[src/rtl/axis_frame_receiver.sv]
// axis_frame_receiver: AXI4-Stream sink that writes one LENGTH-word frame into a RAM write port
// and reports framing errors. Optional tkeep check is enabled by defining AXIS_RX_KEEP_CHECK_EN.
module axis_frame_receiver #(
    parameter int DATA_SIZE   = 12,
    parameter int LENGTH      = 32768,
    parameter int LENGTH_SIZE = 15
) (
    input  logic                   clk,
    input  logic                   rstn,
    input  logic                   Start,
    input  logic [31:0]            s_axis_tdata,
    input  logic [3:0]             s_axis_tkeep,
    input  logic                   s_axis_tlast,
    input  logic                   s_axis_tvalid,
    output logic                   s_axis_tready,
    input  logic                   WrFull,
    output logic [DATA_SIZE-1:0]   WrData,
    output logic [LENGTH_SIZE-1:0] WrAdd,
    output logic                   WrEn,
    output logic                   Busy,
    output logic                   Done,
    output logic                   EarlyLast,
    output logic                   MissingLast,
`ifdef AXIS_RX_KEEP_CHECK_EN
    output logic                   KeepErr,
`endif
    output logic [15:0]            FrameCount
);

    typedef enum logic [1:0] {IDLE, RECV, DRAIN, DONE} state_t;

    state_t                 state;
    logic [LENGTH_SIZE-1:0] cnt;
    logic                   accept;
    logic                   last_word;

    // Bits of the stream that carry no information for this sink.
`ifdef AXIS_RX_KEEP_CHECK_EN
    logic unused_bits;
    assign unused_bits = ^s_axis_tdata[31:DATA_SIZE];
`else
    logic unused_bits;
    assign unused_bits = ^{s_axis_tdata[31:DATA_SIZE], s_axis_tkeep};
`endif

    // Ready follows the RAM in RECV so backpressure reaches the source in the same cycle;
    // DRAIN always accepts because those beats are discarded anyway.
    assign s_axis_tready = (state == RECV && !WrFull) || state == DRAIN;
    assign accept        = s_axis_tvalid && s_axis_tready;
    assign last_word     = cnt == LENGTH_SIZE'(LENGTH - 1);
    assign Busy          = state == RECV || state == DRAIN;

    // Frame FSM with registered write port, completion pulse and sticky error flags.
    always_ff @(posedge clk or negedge rstn) begin
        if (!rstn) begin
            state       <= IDLE;
            cnt         <= '0;
            WrData      <= '0;
            WrAdd       <= '0;
            WrEn        <= 1'b0;
            Done        <= 1'b0;
            EarlyLast   <= 1'b0;
            MissingLast <= 1'b0;
            FrameCount  <= '0;
`ifdef AXIS_RX_KEEP_CHECK_EN
            KeepErr     <= 1'b0;
`endif
        end else begin
            WrEn <= 1'b0;
            Done <= 1'b0;
            case (state)
                IDLE: begin
                    if (Start) begin
                        state       <= RECV;
                        cnt         <= '0;
                        EarlyLast   <= 1'b0;
                        MissingLast <= 1'b0;
`ifdef AXIS_RX_KEEP_CHECK_EN
                        KeepErr     <= 1'b0;
`endif
                    end
                end
                RECV: begin
                    if (accept) begin
                        WrEn   <= 1'b1;
                        WrData <= s_axis_tdata[DATA_SIZE-1:0];
                        WrAdd  <= cnt;
                        cnt    <= cnt + 1'b1;
`ifdef AXIS_RX_KEEP_CHECK_EN
                        if (s_axis_tkeep != 4'hF) KeepErr <= 1'b1;
`endif
                        if (s_axis_tlast) begin
                            EarlyLast  <= !last_word;
                            Done       <= 1'b1;
                            FrameCount <= FrameCount + 16'd1;
                            state      <= DONE;
                        end else if (last_word) begin
                            MissingLast <= 1'b1;
                            state       <= DRAIN;
                        end
                    end
                end
                DRAIN: begin
                    if (accept && s_axis_tlast) begin
                        Done       <= 1'b1;
                        FrameCount <= FrameCount + 16'd1;
                        state      <= DONE;
                    end
                end
                DONE:    state <= IDLE;
                default: state <= IDLE;
            endcase
        end
    end

endmodule

[config.mk]
export PLATFORM = sky130hd
export DESIGN_NAME = axis_frame_receiver
export DESIGN_NICKNAME = d
export VERILOG_FILES = /design/src/rtl/axis_frame_receiver.sv
export SDC_FILE = /design/constraint.sdc
export NUM_CORES = 1
export LEC_CHECK = 0
export CAP_MARGIN = 10
export CORE_MARGIN = 5
export CORE_UTILIZATION = 29
export CTS_CLUSTER_SIZE = 16
export DETAILED_ROUTE_END_ITERATION = 16
export PLACE_DENSITY = 0.51
export SYNTH_ARGS = -nofsm -noshare
export SYNTH_HDL_FRONTEND = slang
export SYNTH_SLANG_ARGS = --single-unit
[constraint.sdc]
create_clock -name clk -period 2.8 [get_ports clk]
set_clock_uncertainty 0.15 [all_clocks]
set_input_delay 0.56 -clock clk [delete_from_list [all_inputs] [get_ports clk]]
set_output_delay 0.56 -clock clk [all_outputs]
set_load 0.01 [all_outputs]
==> run summary, run 1 <==
The worst register-to-register path has a setup slack of 0.55 ns. The total of buffers placed on input and output ports was 66; the minimum period implied by the final worst setup slack was 2.69 ns. Final hold analysis gives a worst-case slack of 0.0740 ns. The worst setup path is of the primary input to primary output kind. The number of warning messages in the yosys log was 0.

The flow ran to the end, and the final reports show no timing, DRC or antenna violations. For this block, the initial DRC count from the detailed router was 60. The length of routed wiring on met1 was 3.16 mm; the cell count after synthesis was 263. The largest buffer count on any clock path is 2. The number of flops mapped to enable cells by yosys was 0. The slew of the pin with the lowest slew margin is 0.611 ns, and the wire length on met2 is 3.22 mm.

The routed design uses 399 um of met3 wire. Counting every net in the synthesized netlist gives 311. After the last flow step, the layout net total stands at 387.

The count of standard-cell rows was 37; the count of boundary I/O pins was 91. The first global-routing pass estimated 11.7 mm of wire. Area added between synthesis and finish: 34.5%. The die outline height came out at 113 um. Number of setup violations in the final report: 0. The worst slew margin relative to its limit is 59.1%. Setup repair after global routing left no endpoint under its margin. The worst register-to-register path has a depth of 7. The portion of the post-synthesis area used by sequential elements was 51.7%; the post-placement worst setup slack was 0.109 ns.

The residual overflow from global routing came out at 0. The run gives 0 as the final number of hold-violating endpoints. TritonCTS built the clock tree. The total standard cell area after synthesis is 0.00310 mm^2.

The number of unique standard cell types used by synthesis is 50, and the mean instance size in the synthesized netlist is 11.8 um^2. The register clock-pin slew on the reported worst setup and hold paths is 0.08 ns, and the number of routed nets with antenna violations is 0. Static timing analysis puts the maximum clock frequency at 372 MHz. From left edge to right edge, the die measures 113 um. In the routed layout, each cell is associated on average with a via count of 4.75.

After clock tree synthesis, the setup repair step added 0 buffers. The floorplan step defined a core boundary enclosing 0.0104 mm^2. The tool flagged a number of max-cap violations equal to 0. The tools report the maximum level of the CTS H-tree as 3. For this run, the leading register cell type out of synthesis is dfrtp_1. The highest layer touched by signal routing is met4. The tightest min-delay check is of the primary input to async pin type.

Once routing completed, OpenROAD measured the worst setup slack at 0.113 ns. STA classifies the critical path endpoint as a primary output. Gates resized during post-CTS repair numbered 0. In the layout the commonest cells are 65 x clkdlybuf4s50_1, 64 x dfrtp_1, 28 x mux2_2.

The worst setup path is launched from a primary input. Along the worst path, the maximum fanout reaches 2. The logs give 0 for the post-route DRC violation count and 2.09 ns for the data required time at the worst endpoint. The wire length reported by the detailed router is 6.86 mm, and the async set or reset register ratio after synthesis is 100%. The tools report the initial antenna violation count as 0. The library cell used most frequently in the layout, excluding fill and tap cells, is clkdlybuf4s50_1.

The number of diodes was 0. Power spread over the standard cell area amounts to 796 mW/mm^2. Before antenna repair, the detailed router went through 4 iterations. Fill cells in the final layout number 1035. The initial utilization of the core area, before any placement, comes to 29.9%. The cell leakage power was 1.87 nW; the half-perimeter wire length of the detailed placement result was 4.71 mm. Total via count in the routed design: 2280.

The run gives 0 as the number of slew-limit violations in the final report. The tools report the master cell of the clock root buffer as clkbuf_8. The run gives 0.718 as the last weighted congestion value of the routability-driven placer. The clock drives 64 sinks. For the number of global-route vias before repair, the log shows 2346. The number of hold buffers added after CTS came out at 0. Entering global routing, the biggest net connects 65 pins. Across the VDD grid, the largest voltage drop is 0.430 mV. Across every metal layer, demand over resource in global routing totals 11.3%.

The number of CTS-inserted buffers was 9; the data arrival time of the critical path was 1.98 ns. The run gives 3.32 mW as the total power. Of the cells placed in the final design, the portion with a size suffix greater than 1 is 18.9%. The later-pin clock latency in the skew report is 0.34 ns. The worst register-to-register path begins at state[0].

Share of the clock period used by the worst path: 95.9%. The tools report the setup TNS after final layout as 0 ns. After synthesis the netlist holds a flip-flop and latch count of 64. The routed wire length per instance came out at 14.3 um. The die covers 0.0129 mm^2.

The tools report the capture instance of the worst register-to-register path as cnt[7].
==> registers in the layout, indices dropped and copies added, names as in the netlist <==
signal,cells
WrEn,1
MissingLast,1
Done,1
EarlyLast,1
FrameCount,16
state,2
cnt,15
WrAdd,15
WrData,12
==> synthesized netlist by cell type, types with 2 or more instances <==
library cell  number  area [um^2]
nor3_1            13         65.1
nand3_1            8         40.0
nand2b_1           7         43.8
mux2_2            28          315
o31ai_1            7         52.6
nand4_4            2         42.5
inv_1             12         45.0
xor2_1            11         96.3
nor2_1             6         22.5
dfrtp_1           64         1600
nor4_1             4         25.0
ha_1               6         75.1
buf_6              3         33.8
and3_1             3         18.8
and4_1             4         35.0
or2_2              2         12.5
nand4_1            6         37.5
or3_1              3         18.8
xnor2_1            4         35.0
a21oi_1            8         40.0
or4_1              5         37.5
and2_1             2         12.5
o21ai_0            4         20.0
mux2i_1            6         60.1
buf_2              4         20.0
nand2_1           17         63.8
==> critical path, cell delays in order <==
cell             delay (ns)
clkdlybuf4s50_1        0.47
and2b_1                0.19
or2_2                  0.27
clkdlybuf4s50_1        0.49
==> metal layers <==
metal  vias to the layer above  track usage, %
li1                       1110               -
met1                      1116            14.8
met2                        47            17.7
met3                         7            3.93
met4                         0            3.61
met5                         -               0
==> worst max-delay path by stage <==
| stage | start | endpoint | slack [ns] | cells past startpoint |
|---|---|---|---|---|
| floorplan | state[1] | FrameCount[1] | 0.76 | 7 |
| global placement | WrFull | s_axis_tready | 0.11 | 4 |
| detailed placement | WrFull | s_axis_tready | 0.11 | 4 |
| CTS | WrFull | s_axis_tready | 0.11 | 4 |
| global route | state[1] | s_axis_tready | 0.03 | 5 |
| finish | WrFull | s_axis_tready | 0.11 | 4 |
==> logic make-up after synthesis <==
kind of cell             count (synthesis)  synth area share, %
XOR/XNOR                                15                 4.24
adder cells (fa/ha/maj)                  6                 2.42
multiplexers                            35                 12.6
buffers and inverters                   21                 3.55
AND/OR/NAND/NOR                         91                 18.2
flip-flops                              64                 51.7
AO/OA/AOI/OAI                           31                 7.27
==> metrics by stage <==
stage	utilization [%]	instance area (um^2)	std cells
after floorplan	-	3100	263
final	40.2	4170	480
after global placement	37.9	3930	464
after global routing	40.2	4170	480
after CTS	40.2	4170	480
after detailed placement	37.9	3930	464
==> area by class of cell <==
type | instances | area (um^2) | share of cell area [%]
clock buffer | 10 | 128 | 3.06
timing repair buffer | 74 | 728 | 17.5
tap | 136 | 170 | 4.08
multi-input combinational | 178 | 1390 | 33.3
sequential | 64 | 1600 | 38.4
clock inverter | 6 | 108 | 2.58
inverter | 12 | 45.0 | 1.08
==> power by group <==
group | internal, mW | switching [mW] | total, mW
Clock | 0.589 | 0.375 | 0.964
Sequential | 1.09 | 0.115 | 1.20
Combinational | 0.612 | 0.540 | 1.15
(Power assumes the default switching activity.)
==> run 2: changes to the inputs <==
RECOVER_POWER = 50   (was default)
==> run 2 against run 1 <==
Net effect: the flow now finishes with violations (max-capacitance violations, max-slew violations); first-iteration DRC count is 3.3% lower; global-route usage stayed put; final cell count stayed put; power is 1.5% lower; core utilization is 0.34 points lower.
==> run summary, run 2 (synthesis gave the netlist of run 1 again) <==
Slowest stage cell on the critical path: clkdlybuf4s50_1 (unchanged). The run gives 0 (unchanged) as the number of setup buffers added after CTS. CP Cell Sequence: clkdlybuf4s50_1, and2b_1, or2_2, clkdlybuf4s50_1 (unchanged).

Residual overflow from global routing: 0 (unchanged). The tools report the global-route wire length before repair as 11.7 mm (unchanged). Number of global-route vias before repair: 2346 (unchanged).

The worst setup path category was primary input to primary output (unchanged). The logs give 0.401 mV (was 0.430 mV) for the worst supply voltage drop on vdd and 4 (unchanged) for the number of detailed-routing iterations run before antenna repair. The flow ran to the end, but the final reports show violations. Maximum number of pins on one net before global-route repair: 65 (unchanged). The tools report the master cell of the clock root buffer as clkbuf_8 (unchanged). The run gives 0.0129 mm^2 (unchanged) as the die outline area. The maximum fanout count along the critical path works out to 2 (unchanged). The register clock-pin slew on the reported worst setup and hold paths works out to 0.08 ns (about the same). The placed cell count was 464 (unchanged). Achievable frequency: 372 MHz (about the same).

Total via count in the routed design: 2288 (was 2280). The number of routed nets with antenna violations is 0 (unchanged), and the number of buffer and inverter instances along the worst setup path is 2 (unchanged). The wire length reported by the detailed router was 6.85 mm (was 6.86 mm); the DRC violation total after the first TritonRoute iteration was 58 (was 60). The family with the most delay on the worst path was buffers and inverters (unchanged). The fraction of layout cells with a size suffix above 1 is 17.7% (was 18.9%). The logs give 2.09 ns (about the same) for the data required time at the worst endpoint and 1.98 ns (about the same) for the data arrival time of the critical path.

The kind of launch point of the worst setup path is a primary input (unchanged). Setup repair after global routing left no endpoint under its margin. Count of maximum capacitance violations: 1 (was 0). The final net count was 387 (unchanged); the half-perimeter wire length of the detailed placement result was 4.71 mm (unchanged).

The last weighted congestion value of the routability-driven placer was 0.718 (unchanged); the post-placement worst setup slack was 0.109 ns (unchanged). The non-filler instance count after layout was 480 (unchanged). The number of slew-limit violations in the final report is 65 (was 0). The highest cell delay on the worst timing path came out at 0.49 ns (about the same). Largest registers: FrameCount: 16 flops, WrAdd: 15 flops, cnt: 15 flops (unchanged). The setup TNS after final layout is 0 ns (unchanged), and the total core area is 0.0104 mm^2 (unchanged). The most frequent standard cell in the layout excluding fill and tap cells is dfrtp_1 (was clkdlybuf4s50_1). The flip-flop count of the largest register after layout came out at 16 (unchanged). The final number of hold-violating endpoints was 0 (unchanged); the maximum level of the CTS H-tree was 3 (unchanged). The tools report the cell leakage power as 1.89 nW (was 1.87 nW). The tools report the post-route DRC violation count as 0 (unchanged).

The total power came out at 3.27 mW (was 3.32 mW). Type of destination of the critical path: a primary output (unchanged). The number of CTS-inserted buffers came out at 9 (unchanged). Power per cell area: 791 mW/mm^2 (was 796 mW/mm^2). The minimum period implied by the final worst setup slack came out at 2.69 ns (about the same).

The number of diodes is 0 (unchanged), and the setup slack after layout is 0.115 ns (was 0.113 ns). Most frequent cells in the layout: 64 x dfrtp_1, 49 x clkdlybuf4s50_1, 28 x mux2_2 (was 65 x clkdlybuf4s50_1, 64 x dfrtp_1, 28 x mux2_2). Register with the most flip-flops: FrameCount (unchanged). The run gives 0 (unchanged) as the number of hold buffers added after CTS.

TritonCTS built the clock tree. The total of buffers placed on input and output ports was 66 (unchanged). The worst slew margin relative to its limit was -8.09% (was 59.1%); the slew of the pin with the lowest slew margin was 1.62 ns (was 0.611 ns). The tools report the post-CTS resize count as 0 (unchanged).

The global-route total usage across every layer is 11.3% (unchanged), and the overall die width is 113 um (unchanged). The count of standard-cell rows came out at 37 (unchanged). The worst hold path class is flop to flop (was primary input to async pin). The die outline height is 113 um (unchanged), and the share of the clock period used by the worst path is 95.9% (about the same).

The most numerous cell on the critical path was clkdlybuf4s50_1 (unchanged). The number of setup violations in the final report is 0 (unchanged). The routed wire length per instance was 14.3 um (about the same).

Later-pin clock latency in the skew report: 0.34 ns (about the same). The initial antenna violation count came out at 0 (unchanged). For the clock sink total, the log shows 64 (unchanged). The effective utilization at floorplan is 29.9% (unchanged). For the largest buffer count on any clock path, the log shows 2 (unchanged). The final reports fail on max-capacitance violations, max-slew violations.

The count of boundary I/O pins was 91 (unchanged); the average via count per standard cell was 4.77 (was 4.75). The area added between synthesis and finish is 33.3% (was 34.5%).
## run 2: cell count changes in the layout (fill, tap and decap cells not counted), sizes merged
cell	change
buf	-3
clkdlybuf4s50	-16
clkbuf	+3
dlygate4sd3	+16
## run 2: metrics by stage
step           cell area [um^2]  hold slack [ns]  utilization (%)
2_1_floorplan              3100            0.114                -
3_3_place_gp               3930            0.308             37.9
3_5_place_dp               3930            0.316             37.9
4_1_cts                    4170           0.0816             40.2
5_1_grt                    4130            0.354             39.9
6_report                   4130            0.325             39.9
## run 2: routing by layer
layer	routed length, um	share of wire, %	GRT usage, %
met5	0	0	0
met4	72	1.1	3.61
met1	3150	46	14.8
met3	406	5.9	3.93
met2	3220	47	17.7
## run 2: path summary, 6_finish.rpt
path	start	endpoint	slack (ns)	cells after the start
max	WrFull	s_axis_tready	0.11	4
min	FrameCount[15]	FrameCount[15]	0.32	1
max reg2reg	state[1]	FrameCount[1]	0.40	7
min reg2reg	FrameCount[15]	FrameCount[15]	0.32	1
max in group asynchronous	rstn	WrAdd[6]	0.97	2
min in group asynchronous	rstn	FrameCount[4]	0.57	2
## run 2: power breakdown
group          total [mW]  switching (mW)  internal, mW
combinational        1.11           0.534         0.572
sequential           1.20           0.111          1.09
clock               0.965           0.375         0.589
total                3.27            1.02          2.25
## run 2: final cells by class
type / count / area, um^2
Tap cell: 136 / 170
Clock buffer: 10 / 128
Clock inverter: 6 / 108
Fill cell: 1043 / 6240
Inverter: 12 / 45.0
Sequential cell: 64 / 1600
Timing Repair Buffer: 74 / 706
Multi-Input combinational cell: 178 / 1380
==> run 3: changes to the inputs <==
CORE_MARGIN = 2   (was 5)
==> run 3 against run 2 <==
Net effect: the run now ends clean; sequential share of layout area decreased by 0.30 points; routed wire length is 6.4% lower; sequential cell count unchanged; count of clock-buffer cells in the layout grew 1; combinational power is essentially flat; setup slack gained 0.010 ns; highest routed layer unchanged.
==> run summary, run 3 (synthesis gave the netlist of run 1 again) <==
Placed cell area: 0.00393 mm^2 (unchanged). Setup repair after global routing left no endpoint under its margin. The wire length reported by the detailed router was 6.41 mm (was 6.85 mm); the number of setup buffers added after CTS was 0 (unchanged). The tools report the final net count as 387 (unchanged).

Most frequent cells in the layout: 64 x dfrtp_1, 51 x clkdlybuf4s50_1, 28 x mux2_2 (was 64 x dfrtp_1, 49 x clkdlybuf4s50_1, 28 x mux2_2). The tools report the hold path startpoint as FrameCount[15] (unchanged). The number of detailed-routing iterations run before antenna repair was 4 (unchanged). Type of destination of the critical path: a primary output (unchanged). The number of setup violations in the final report is 0 (unchanged), and the maximum level of the CTS H-tree is 3 (unchanged). Register clock-pin slew on the reported worst setup and hold paths: 0.07 ns (was 0.08 ns). The post-CTS resize count is 0 (unchanged), and the number of slew-limit violations in the final report is 0 (was 65). The number of routed nets with antenna violations is 0 (unchanged). The global-route total usage across every layer was 11.9% (was 11.3%); the length in cells of the worst reg-to-reg path was 7 (unchanged). The run gives 480 (unchanged) as the non-filler instance count after layout. The data required time at the worst endpoint was 2.09 ns (about the same); the total core area was 0.0104 mm^2 (unchanged). The count of maximum capacitance violations was 0 (was 1). The cell leakage power came out at 1.90 nW (was 1.89 nW). The average via count per standard cell was 4.82 (was 4.77); the maximum number of pins on one net before global-route repair was 41 (was 65).

The post-route DRC violation count was 0 (unchanged). The register with the most flip-flops is FrameCount (unchanged). Worst slew margin relative to its limit: 1.71% (was -8.09%).

The worst hold margin was 0.323 ns (was 0.325 ns). The flop-to-flop setup slack is 0.43 ns (was 0.40 ns). The later-pin clock latency in the skew report is 0.33 ns (was 0.34 ns). The routed wire length per instance was 13.4 um (was 14.3 um).

The tools report the last weighted congestion value of the routability-driven placer as 0.736 (was 0.718). The half-perimeter wire length of the detailed placement result is 4.49 mm (was 4.71 mm), and the post-placement worst setup slack is 0.123 ns (was 0.109 ns). The flip-flop count of the largest register after layout works out to 16 (unchanged). The minimum period implied by the final worst setup slack was 2.67 ns (was 2.69 ns). The tools report the capture endpoint of the worst hold path as FrameCount[15] (unchanged). The die outline area is 0.0115 mm^2 (was 0.0129 mm^2). The worst hold path depth was 1 (unchanged). The logs give 0 ns (unchanged) for the setup TNS after final layout and 0.477 mV (was 0.401 mV) for the worst supply voltage drop on vdd.

Achievable frequency: 374 MHz (was 372 MHz). The run gives 2315 (was 2288) as the total via count in the routed design. The tools report the master cell of the clock root buffer as clkbuf_8 (unchanged). The power per cell area was 796 mW/mm^2 (was 791 mW/mm^2).

The number of CTS-inserted buffers was 9 (unchanged); the fraction of layout cells with a size suffix above 1 was 17.7% (unchanged). The overall die width was 107 um (was 113 um); the slew of the pin with the lowest slew margin was 1.47 ns (was 1.62 ns). Worst hold path class: flop to flop (unchanged).

TritonCTS built the clock tree. The flow ran to the end, and the final reports show no timing, DRC or antenna violations. The number of global-route vias before repair was 2233 (was 2346). Largest registers: FrameCount: 16 flops, WrAdd: 15 flops, cnt: 15 flops (unchanged). The DRC violation total after the first TritonRoute iteration is 58 (unchanged), and the number of hold buffers added after CTS is 0 (unchanged). The total of buffers placed on input and output ports is 66 (unchanged), and the post-route cell area is 0.00417 mm^2 (was 0.00413 mm^2). The share of the clock period used by the worst path was 95.5% (was 95.9%). The capture instance of the worst register-to-register path was FrameCount[1] (unchanged). Final number of hold-violating endpoints: 0 (unchanged). The most frequent standard cell in the layout excluding fill and tap cells was dfrtp_1 (unchanged). Die outline height: 107 um (was 113 um). The effective utilization at floorplan came out at 29.9% (unchanged).

The tools report the kind of launch point of the worst setup path as a primary input (unchanged). The run gives 10.8 mm (was 11.7 mm) as the global-route wire length before repair. For the initial antenna violation count, the log shows 0 (unchanged). The worst setup path category was primary input to primary output (unchanged). The largest buffer count on any clock path is 2 (unchanged), and the clock sink total is 64 (unchanged). The maximum fanout count along the critical path is 2 (unchanged), and the count of standard-cell rows is 37 (unchanged). The tools report the startpoint of the most critical register-to-register path as state[1] (unchanged). The tools report the number of diodes as 0 (unchanged). The count of boundary I/O pins is 91 (unchanged). The run gives 0.125 ns (was 0.115 ns) as the setup slack after layout. The area added between synthesis and finish is 34.4% (was 33.3%). The data arrival time of the critical path was 1.96 ns (was 1.98 ns); the placed cell count was 464 (unchanged). The residual overflow from global routing came out at 0 (unchanged).
run 3: critical path, stage by stage:
cell	delay, ns
clkdlybuf4s50_1	0.47
and2b_1	0.18
or2_2	0.27
clkdlybuf4s50_1	0.48
run 3: area by class of cell:
type                            count  area, um^2
Fill cell                        1047        6200
Sequential cell                    64        1600
Multi-Input combinational cell    178        1380
Timing Repair Buffer               74         719
Tap cell                          136         170
Clock buffer                       11         151
Clock inverter                      5         103
Inverter                           12        45.0
run 3: worst max path at each step:
stage,slack [ns],startpoint,endpoint,cells past startpoint
2_1_floorplan,0.76,state[1],FrameCount[1],7
3_3_place_gp,0.12,WrFull,s_axis_tready,4
3_5_place_dp,0.12,WrFull,s_axis_tready,4
4_1_cts,0.12,WrFull,s_axis_tready,4
5_1_grt,0.06,state[1],s_axis_tready,5
6_report,0.13,WrFull,s_axis_tready,4
run 3: report_power, final:
part / switching (mW) / internal, mW / total (mW)
Combinational: 0.532 / 0.582 / 1.11
Clock: 0.363 / 0.639 / 1.00
Sequential: 0.111 / 1.09 / 1.20
Total: 1.01 / 2.31 / 3.31
run 3: layer usage:
| metal | up-vias | track usage, % | part of all wire (%) |
|---|---|---|---|
| li1 | 1111 | - | - |
| met1 | 1145 | 15.1 | 46 |
| met2 | 53 | 19.3 | 48 |
| met3 | 6 | 4.24 | 5.0 |
| met4 | 0 | 3.30 | 0.75 |
| met5 | - | 0 | 0 |
run 3: per-stage QoR:
| step | util (%) | total power, mW |
|---|---|---|
| after global placement | 37.9 | 2.37 |
| final | 40.2 | 3.31 |
| after global routing | 40.2 | 3.53 |
| after CTS | 40.4 | 3.41 |
| after detailed placement | 37.9 | 2.38 |
| after floorplan | - | 1.88 |
